## src/rtl/sseg_pkg.sv

```systemverilog
// Shared constants for the BCD seven-segment display stage: active-low
// segment patterns {g,f,e,d,c,b,a}, the request FSM encoding and blanking helper.
package sseg_pkg;

    localparam logic [6:0] SEG_0     = 7'h40;
    localparam logic [6:0] SEG_1     = 7'h79;
    localparam logic [6:0] SEG_2     = 7'h24;
    localparam logic [6:0] SEG_3     = 7'h30;
    localparam logic [6:0] SEG_4     = 7'h19;
    localparam logic [6:0] SEG_5     = 7'h12;
    localparam logic [6:0] SEG_6     = 7'h02;
    localparam logic [6:0] SEG_7     = 7'h78;
    localparam logic [6:0] SEG_8     = 7'h00;
    localparam logic [6:0] SEG_9     = 7'h10;
    localparam logic [6:0] SEG_DASH  = 7'h3F;
    localparam logic [6:0] SEG_BLANK = 7'h7F;

    typedef enum logic [1:0] {
        REQ   = 2'd0,
        WAIT  = 2'd1,
        COUNT = 2'd2
    } req_state_e;

    // Bit i set means digit i is a leading zero; the units digit always shows.
    function automatic logic [3:0] blank_mask(input logic [3:0][3:0] digits,
                                              input logic            enable);
        logic [3:0] mask;
        mask    = 4'b0000;
        mask[3] = enable && (digits[3] == 4'd0);
        mask[2] = mask[3] && (digits[2] == 4'd0);
        mask[1] = mask[2] && (digits[1] == 4'd0);
        return mask;
    endfunction

endpackage

```

## src/rtl/bcd_to_sseg.sv

```systemverilog
// Combinational BCD to active-low seven-segment decoder; codes above 9 show a dash.
module bcd_to_sseg
    import sseg_pkg::*;
(
    input  logic [3:0] bcd,
    output logic [6:0] seg
);

    always_comb begin
        seg = SEG_DASH;
        case (bcd)
            4'd0:    seg = SEG_0;
            4'd1:    seg = SEG_1;
            4'd2:    seg = SEG_2;
            4'd3:    seg = SEG_3;
            4'd4:    seg = SEG_4;
            4'd5:    seg = SEG_5;
            4'd6:    seg = SEG_6;
            4'd7:    seg = SEG_7;
            4'd8:    seg = SEG_8;
            4'd9:    seg = SEG_9;
            default: seg = SEG_DASH;
        endcase
    end

endmodule

```

## src/rtl/bcd_sseg_mux.sv

```systemverilog
// Captures converter BCD digits, scans them onto a 4-digit common-anode display
// and paces the converter with a start request every FRAMES_PER_CONV frames.
module bcd_sseg_mux
    import sseg_pkg::*;
#(
    parameter int DWELL           = 50000,
    parameter int FRAMES_PER_CONV = 16
) (
    input  logic       clk,
    input  logic       reset,
    input  logic       done_tick,
    input  logic       conv_ready,
    input  logic [3:0] bcd3,
    input  logic [3:0] bcd2,
    input  logic [3:0] bcd1,
    input  logic [3:0] bcd0,
    input  logic       blank_en,
    input  logic [3:0] dp_sel,
    output logic       conv_start,
    output logic [3:0] an,
    output logic [7:0] sseg,
    output logic       frame_tick
);

    localparam int DCW = (DWELL > 1) ? $clog2(DWELL) : 1;
    localparam int FCW = (FRAMES_PER_CONV > 1) ? $clog2(FRAMES_PER_CONV) : 1;
    localparam logic [DCW-1:0] DWELL_LAST = DCW'(DWELL - 1);
    localparam logic [FCW-1:0] FRAME_LAST = FCW'(FRAMES_PER_CONV - 1);

    logic [3:0][3:0] cap_q, cap_d;
    logic [DCW-1:0]  dwell_cnt_q, dwell_cnt_d;
    logic [1:0]      idx_q, idx_d;
    logic [FCW-1:0]  frame_cnt_q, frame_cnt_d;
    req_state_e      state_q, state_d;
    logic [3:0]      an_q, an_d;
    logic [7:0]      sseg_q, sseg_d;
    logic            conv_start_q, conv_start_d;
    logic            frame_tick_q, frame_tick_d;

    logic            dwell_wrap;
    logic [3:0]      scan_digit;
    logic [6:0]      scan_seg;
    logic [3:0]      blank_vec;

    always_comb begin
        cap_d = cap_q;
        if (done_tick) begin
            cap_d = {bcd3, bcd2, bcd1, bcd0};
        end
    end

    always_comb begin
        dwell_wrap   = (dwell_cnt_q == DWELL_LAST);
        dwell_cnt_d  = dwell_wrap ? '0 : dwell_cnt_q + DCW'(1);
        idx_d        = dwell_wrap ? idx_q + 2'd1 : idx_q;
        frame_tick_d = dwell_wrap && (idx_q == 2'd3);
    end

    always_comb begin
        scan_digit = cap_q[idx_q];
        blank_vec  = blank_mask(cap_q, blank_en);
    end

    bcd_to_sseg u_dec (
        .bcd (scan_digit),
        .seg (scan_seg)
    );

    // The decimal point is driven independently of blanking.
    always_comb begin
        an_d   = ~(4'b0001 << idx_q);
        sseg_d = {~dp_sel[idx_q], blank_vec[idx_q] ? SEG_BLANK : scan_seg};
    end

    always_ff @(posedge clk) begin
        if (!reset) begin
            state_q <= REQ;
        end else begin
            state_q <= state_d;
        end
    end

    always_comb begin
        state_d = state_q;
        case (state_q)
            REQ: begin
                if (conv_ready) begin
                    state_d = WAIT;
                end
            end
            WAIT: begin
                if (done_tick) begin
                    state_d = COUNT;
                end
            end
            COUNT: begin
                if (frame_tick_q && (frame_cnt_q == FRAME_LAST)) begin
                    state_d = REQ;
                end
            end
            default: state_d = REQ;
        endcase
    end

    always_comb begin
        conv_start_d = (state_q == REQ) && conv_ready;
    end

    // A done_tick arriving in WAIT restarts the frame count even on a frame_tick.
    always_comb begin
        frame_cnt_d = frame_cnt_q;
        if ((state_q == WAIT) && done_tick) begin
            frame_cnt_d = '0;
        end else if ((state_q == COUNT) && frame_tick_q) begin
            frame_cnt_d = (frame_cnt_q == FRAME_LAST) ? '0 : frame_cnt_q + FCW'(1);
        end
    end

    always_ff @(posedge clk) begin
        if (!reset) begin
            cap_q        <= '0;
            dwell_cnt_q  <= '0;
            idx_q        <= 2'd0;
            frame_cnt_q  <= '0;
            an_q         <= 4'b1110;
            sseg_q       <= {1'b1, SEG_0};
            conv_start_q <= 1'b0;
            frame_tick_q <= 1'b0;
        end else begin
            cap_q        <= cap_d;
            dwell_cnt_q  <= dwell_cnt_d;
            idx_q        <= idx_d;
            frame_cnt_q  <= frame_cnt_d;
            an_q         <= an_d;
            sseg_q       <= sseg_d;
            conv_start_q <= conv_start_d;
            frame_tick_q <= frame_tick_d;
        end
    end

    assign an         = an_q;
    assign sseg       = sseg_q;
    assign conv_start = conv_start_q;
    assign frame_tick = frame_tick_q;

endmodule

```

## config.mk

```make
export PLATFORM = sky130hd
export DESIGN_NAME = bcd_sseg_mux
export DESIGN_NICKNAME = d
export VERILOG_FILES = /design/src/rtl/sseg_pkg.sv /design/src/rtl/bcd_to_sseg.sv /design/src/rtl/bcd_sseg_mux.sv
export SDC_FILE = /design/constraint.sdc
export NUM_CORES = 1
export LEC_CHECK = 0
export BUFFER_PORTS_ARGS = -buffer_cell sky130_fd_sc_hd__buf_2
export CORE_ASPECT_RATIO = 0.75
export CORE_MARGIN = 3
export CORE_UTILIZATION = 45
export CTS_CLUSTER_SIZE = 20
export DETAILED_ROUTE_END_ITERATION = 7
export PLACE_DENSITY = 0.74
export SYNTH_ARGS = -nofsm -noshare
export SYNTH_HDL_FRONTEND = slang
export SYNTH_SLANG_ARGS = --single-unit
```

## constraint.sdc

```tcl
create_clock -name clk -period 5.33 [get_ports clk]
set_input_delay 0.533 -clock clk [delete_from_list [all_inputs] [get_ports clk]]
set_output_delay 0.533 -clock clk [all_outputs]
set_load 0.005 [all_outputs]
```

==> impl_metrics.csv <==
group,metric,value,unit
run_status,status,"finished, final reports clean",
timing,setup_viol,0,
run,maxCapViolations,0,
global_route,overflow,0,
cts,clk_pin_slew,90,ps
placed_design,gp_congestion,0.884,
detailed_routing,m1WireLength,2480,um
cts,post_cts_buffers,0,
cts,clk-insertion-delay-late,300,ps
finish,nets,318,
floorplanning,die_height,69.0,um
detailed_routing,top_layer_used,"met4",
power,vdd_drop_max,0.000125,V
power,p_leak,1.14,nW
detailed_routing,drt-pass1-iter-count,4,
floorplanning,die-area,6210,um2
worst_setup_path,cp-end-kind,"flop",
finish,n_antenna_cell,0,
placed_design,dp.final_hpwl,3340,um
worst_setup_path,timing.reg2reg.setup_slack,3270,ps
timing,fin_crit,2060,ps
yosys,synth_edf_count,0,
cts,cts.path.max_buffers,2,
timing,rsz0062_at_grt,"false",
yosys,synth-seq-cells,54,
placed_design,io_buffers,38,
detailed_routing,wl,4670,um
timing,period_share,38.6,%
timing,skew,5.88,ps
finish,stdcell_area,2700,um2
yosys,ys_types,39,
global_route,grt_pass1_wl,7690,um
detailed_routing,first_iter_violations,82,
worst_setup_path,critical_path_peak_fanout,10,
worst_setup_path,crit_arrival,2260,ps
timing,setup-tns-final,0,ps
worst_setup_path,r2r_start,"idx_q[0]$_SDFFE_PN0P_",
power,combPwrFrac,8.6,%
worst_setup_path,crit_type,"reg2reg",
detailed_routing,vias_per_cell,5.10,
power,p_seq_share,59.6,%
cts,clock-sinks,54,
yosys,yosys_warnings,0,
worst_setup_path,crit_start,"idx_q[0]$_SDFFE_PN0P_",
floorplanning,core_area,5010,um2
floorplanning,core.rowCount,22,
power,internal_power,553,uW
yosys,syn_avg_cell_area,9.68,um2
worst_setup_path,crit_end,"sseg[0]$_SDFF_PN0_",
timing,slew_viol_final,0,
floorplanning,initial_utilization,47.5,%
timing,final_hold_viol_count,0,
cts,root_buffer,"clkbuf_8",
timing,slew_headroom,50.8,%
finish,regArea,1080,um2
finish,multi_input_area,1230,um2
power,p_sw_share,23.0,%
detailed_routing,wl_met3,227,um
floorplanning,io_pins,39,
yosys,synthArstFlopShare,0,%
yosys,synthFlopType,"dfxtp_1",
global_route,grt_max_degree,24,
cts,cts-htree-levels,2,
timing,worst_pin_slew,738,ps
detailed_routing,drc,0,
cts,numCtsBuffers,5,
detailed_routing,num_vias,1810,
finish,post-route-util,53.9,%
finish,n_fill_cell,466,
finish,drive_above_1_share,17.7,%
detailed_routing,met2_length,1920,um
timing,fmax,486,MHz
timing,hold_slack,463,ps
yosys,netlist_area,2380,um2
worst_setup_path,r2r_end,"sseg[0]$_SDFF_PN0_",
yosys,syn-num-nets,282,
worst_setup_path,r2r_cells,5,
global_route,antenna_found_initial,0,
detailed_routing,postRouteAntennaNets,0,
placed_design,dpl_cell_area,2610,um2
global_route,grt_pass1_vias,1633,
floorplanning,chipWidth,90.0,um
power,p_switching,165,uW
power,pwr_density_cell,266,nW/um2
worst_setup_path,cp_data_required_time,5530,ps
yosys,yosysSeqAreaShare,45.4,%
detailed_routing,wire_per_inst,13.1,um
finish,area_growth,13.5,%
power,pwr-share-clk,31.8,%
hold_path,holdCritPathClass,"reg2reg",
cts,ctsResizeCount,0,
global_route,track_usage,15.5,%
cts,cts_tree,"yes",
cts,holdBufCountCts,0,
yosys,synth_cells,246,
worst_setup_path,start_kind,"flop",
[layout by cell type, fill, tap and decap left out, drive strengths merged]
master   netlist  layout
o211ai         2       2
nand4          7       7
buf            4      38
ha            11      11
o221ai         1       1
nor4bb         2       2
nor2          43      43
clkinv         0       1
inv            5       5
mux2i         18      18
a311o          1       1
nand2         21      21
and2           2       2
mux4           5       5
o21a           1       1
nor2b          1       1
a21oi          8       8
o311ai         1       1
nor3           1       1
nand3         11      11
clkbuf         5       7
o2111ai        1       1
xor2           7       7
xnor2          8       8
or2            1       1
and3b          1       1
and3           5       5
or3            2       2
nor4b          1       1
dfxtp         54      54
o21ai          4       4
nand3b         3       3
nand2b         3       3
nor4           6       6
[state kept, by name, indices dropped and copies added, names as in the netlist]
register	cells
an	4
cap_q	16
conv_start	1
dwell_cnt_q	16
frame_cnt_q	4
frame_tick	1
idx_q	2
sseg	8
state_q	2
[critical path: stages, from the launching register on]
cell      delay, ps
dfxtp_1         570
mux4_1          740
inv_1           160
ha_1            180
mux2i_1          70
o311ai_1        250
[cells in the mapped netlist, types with 5 or more instances]
| cell type | instances | share of area [%] |
|---|---|---|
| nand3_1 | 11 | 2.3 |
| xor2_1 | 7 | 2.6 |
| clkbuf_1 | 5 | 0.79 |
| nor4_1 | 6 | 1.6 |
| nand2_1 | 21 | 3.3 |
| nand4_1 | 7 | 1.8 |
| mux2i_1 | 18 | 7.6 |
| a21oi_1 | 8 | 1.7 |
| inv_1 | 5 | 0.79 |
| dfxtp_1 | 54 | 45 |
| ha_1 | 11 | 5.8 |
| nor2_1 | 43 | 6.8 |
| xnor2_1 | 8 | 2.9 |
[stage by stage]
step	setup WS [ps]	cells	power [mW]
6_report	3270	355	0.718
5_1_grt	3150	355	0.747
4_1_cts	3280	355	0.723
3_5_place_dp	3300	347	0.498
3_3_place_gp	3390	347	0.497
2_1_floorplan	3540	246	0.476
[area by class of cell]
type                    instances  share of cell area (%)
clock inverters                 1                   0.185
multi-input cells             178                    45.5
flip-flops and latches         54                    40.0
inverters                       5                   0.695
well taps                      72                    3.33
repair buffers                 38                    7.04
clock buffers                   7                    3.20
[logic make-up after synthesis]
kind of cell	Yosys count	share of synthesized area (%)
adders and majority gates	11	5.78
muxes	23	12.8
buffers and inverters	14	2.94
AOI/OAI and AO/OA	19	5.20
and+or+nand+nor	110	22.4
xor gates and xnor gates	15	5.52
DFF	54	45.4
[worst min path at each step]
stage,depth (start not counted),end,from,slack [ps]
final,1,dwell_cnt_q[0]$_SDFF_PP0_,dwell_cnt_q[0]$_SDFF_PP0_,460
after global routing,3,cap_q[13]$_SDFFE_PN0P_,bcd3[1],470
after CTS,1,dwell_cnt_q[0]$_SDFF_PP0_,dwell_cnt_q[0]$_SDFF_PP0_,460
after detailed placement,1,dwell_cnt_q[0]$_SDFF_PP0_,dwell_cnt_q[0]$_SDFF_PP0_,440
after global placement,1,dwell_cnt_q[0]$_SDFF_PP0_,dwell_cnt_q[0]$_SDFF_PP0_,430
after floorplan,1,dwell_cnt_q[0]$_SDFF_PP0_,dwell_cnt_q[0]$_SDFF_PP0_,420
[metal layers]
layer  GRT usage, %  vias up
li1               -      930
met2           23.3       53
met4           4.01        0
met5              0        -
met1           22.4      823
met3           3.69        4
[power by group through the flow]
| stage | combinational [mW] | sequential (mW) | clock [mW] |
|---|---|---|---|
| final | 0.0617 | 0.427 | 0.229 |
| after global routing | 0.0695 | 0.429 | 0.248 |
| after CTS | 0.0621 | 0.427 | 0.233 |
| after detailed placement | 0.0617 | 0.437 | 0 |
| after global placement | 0.0601 | 0.437 | 0 |
| after floorplan | 0.0412 | 0.435 | 0 |
Note: power is estimated with default switching activity, not from simulation.
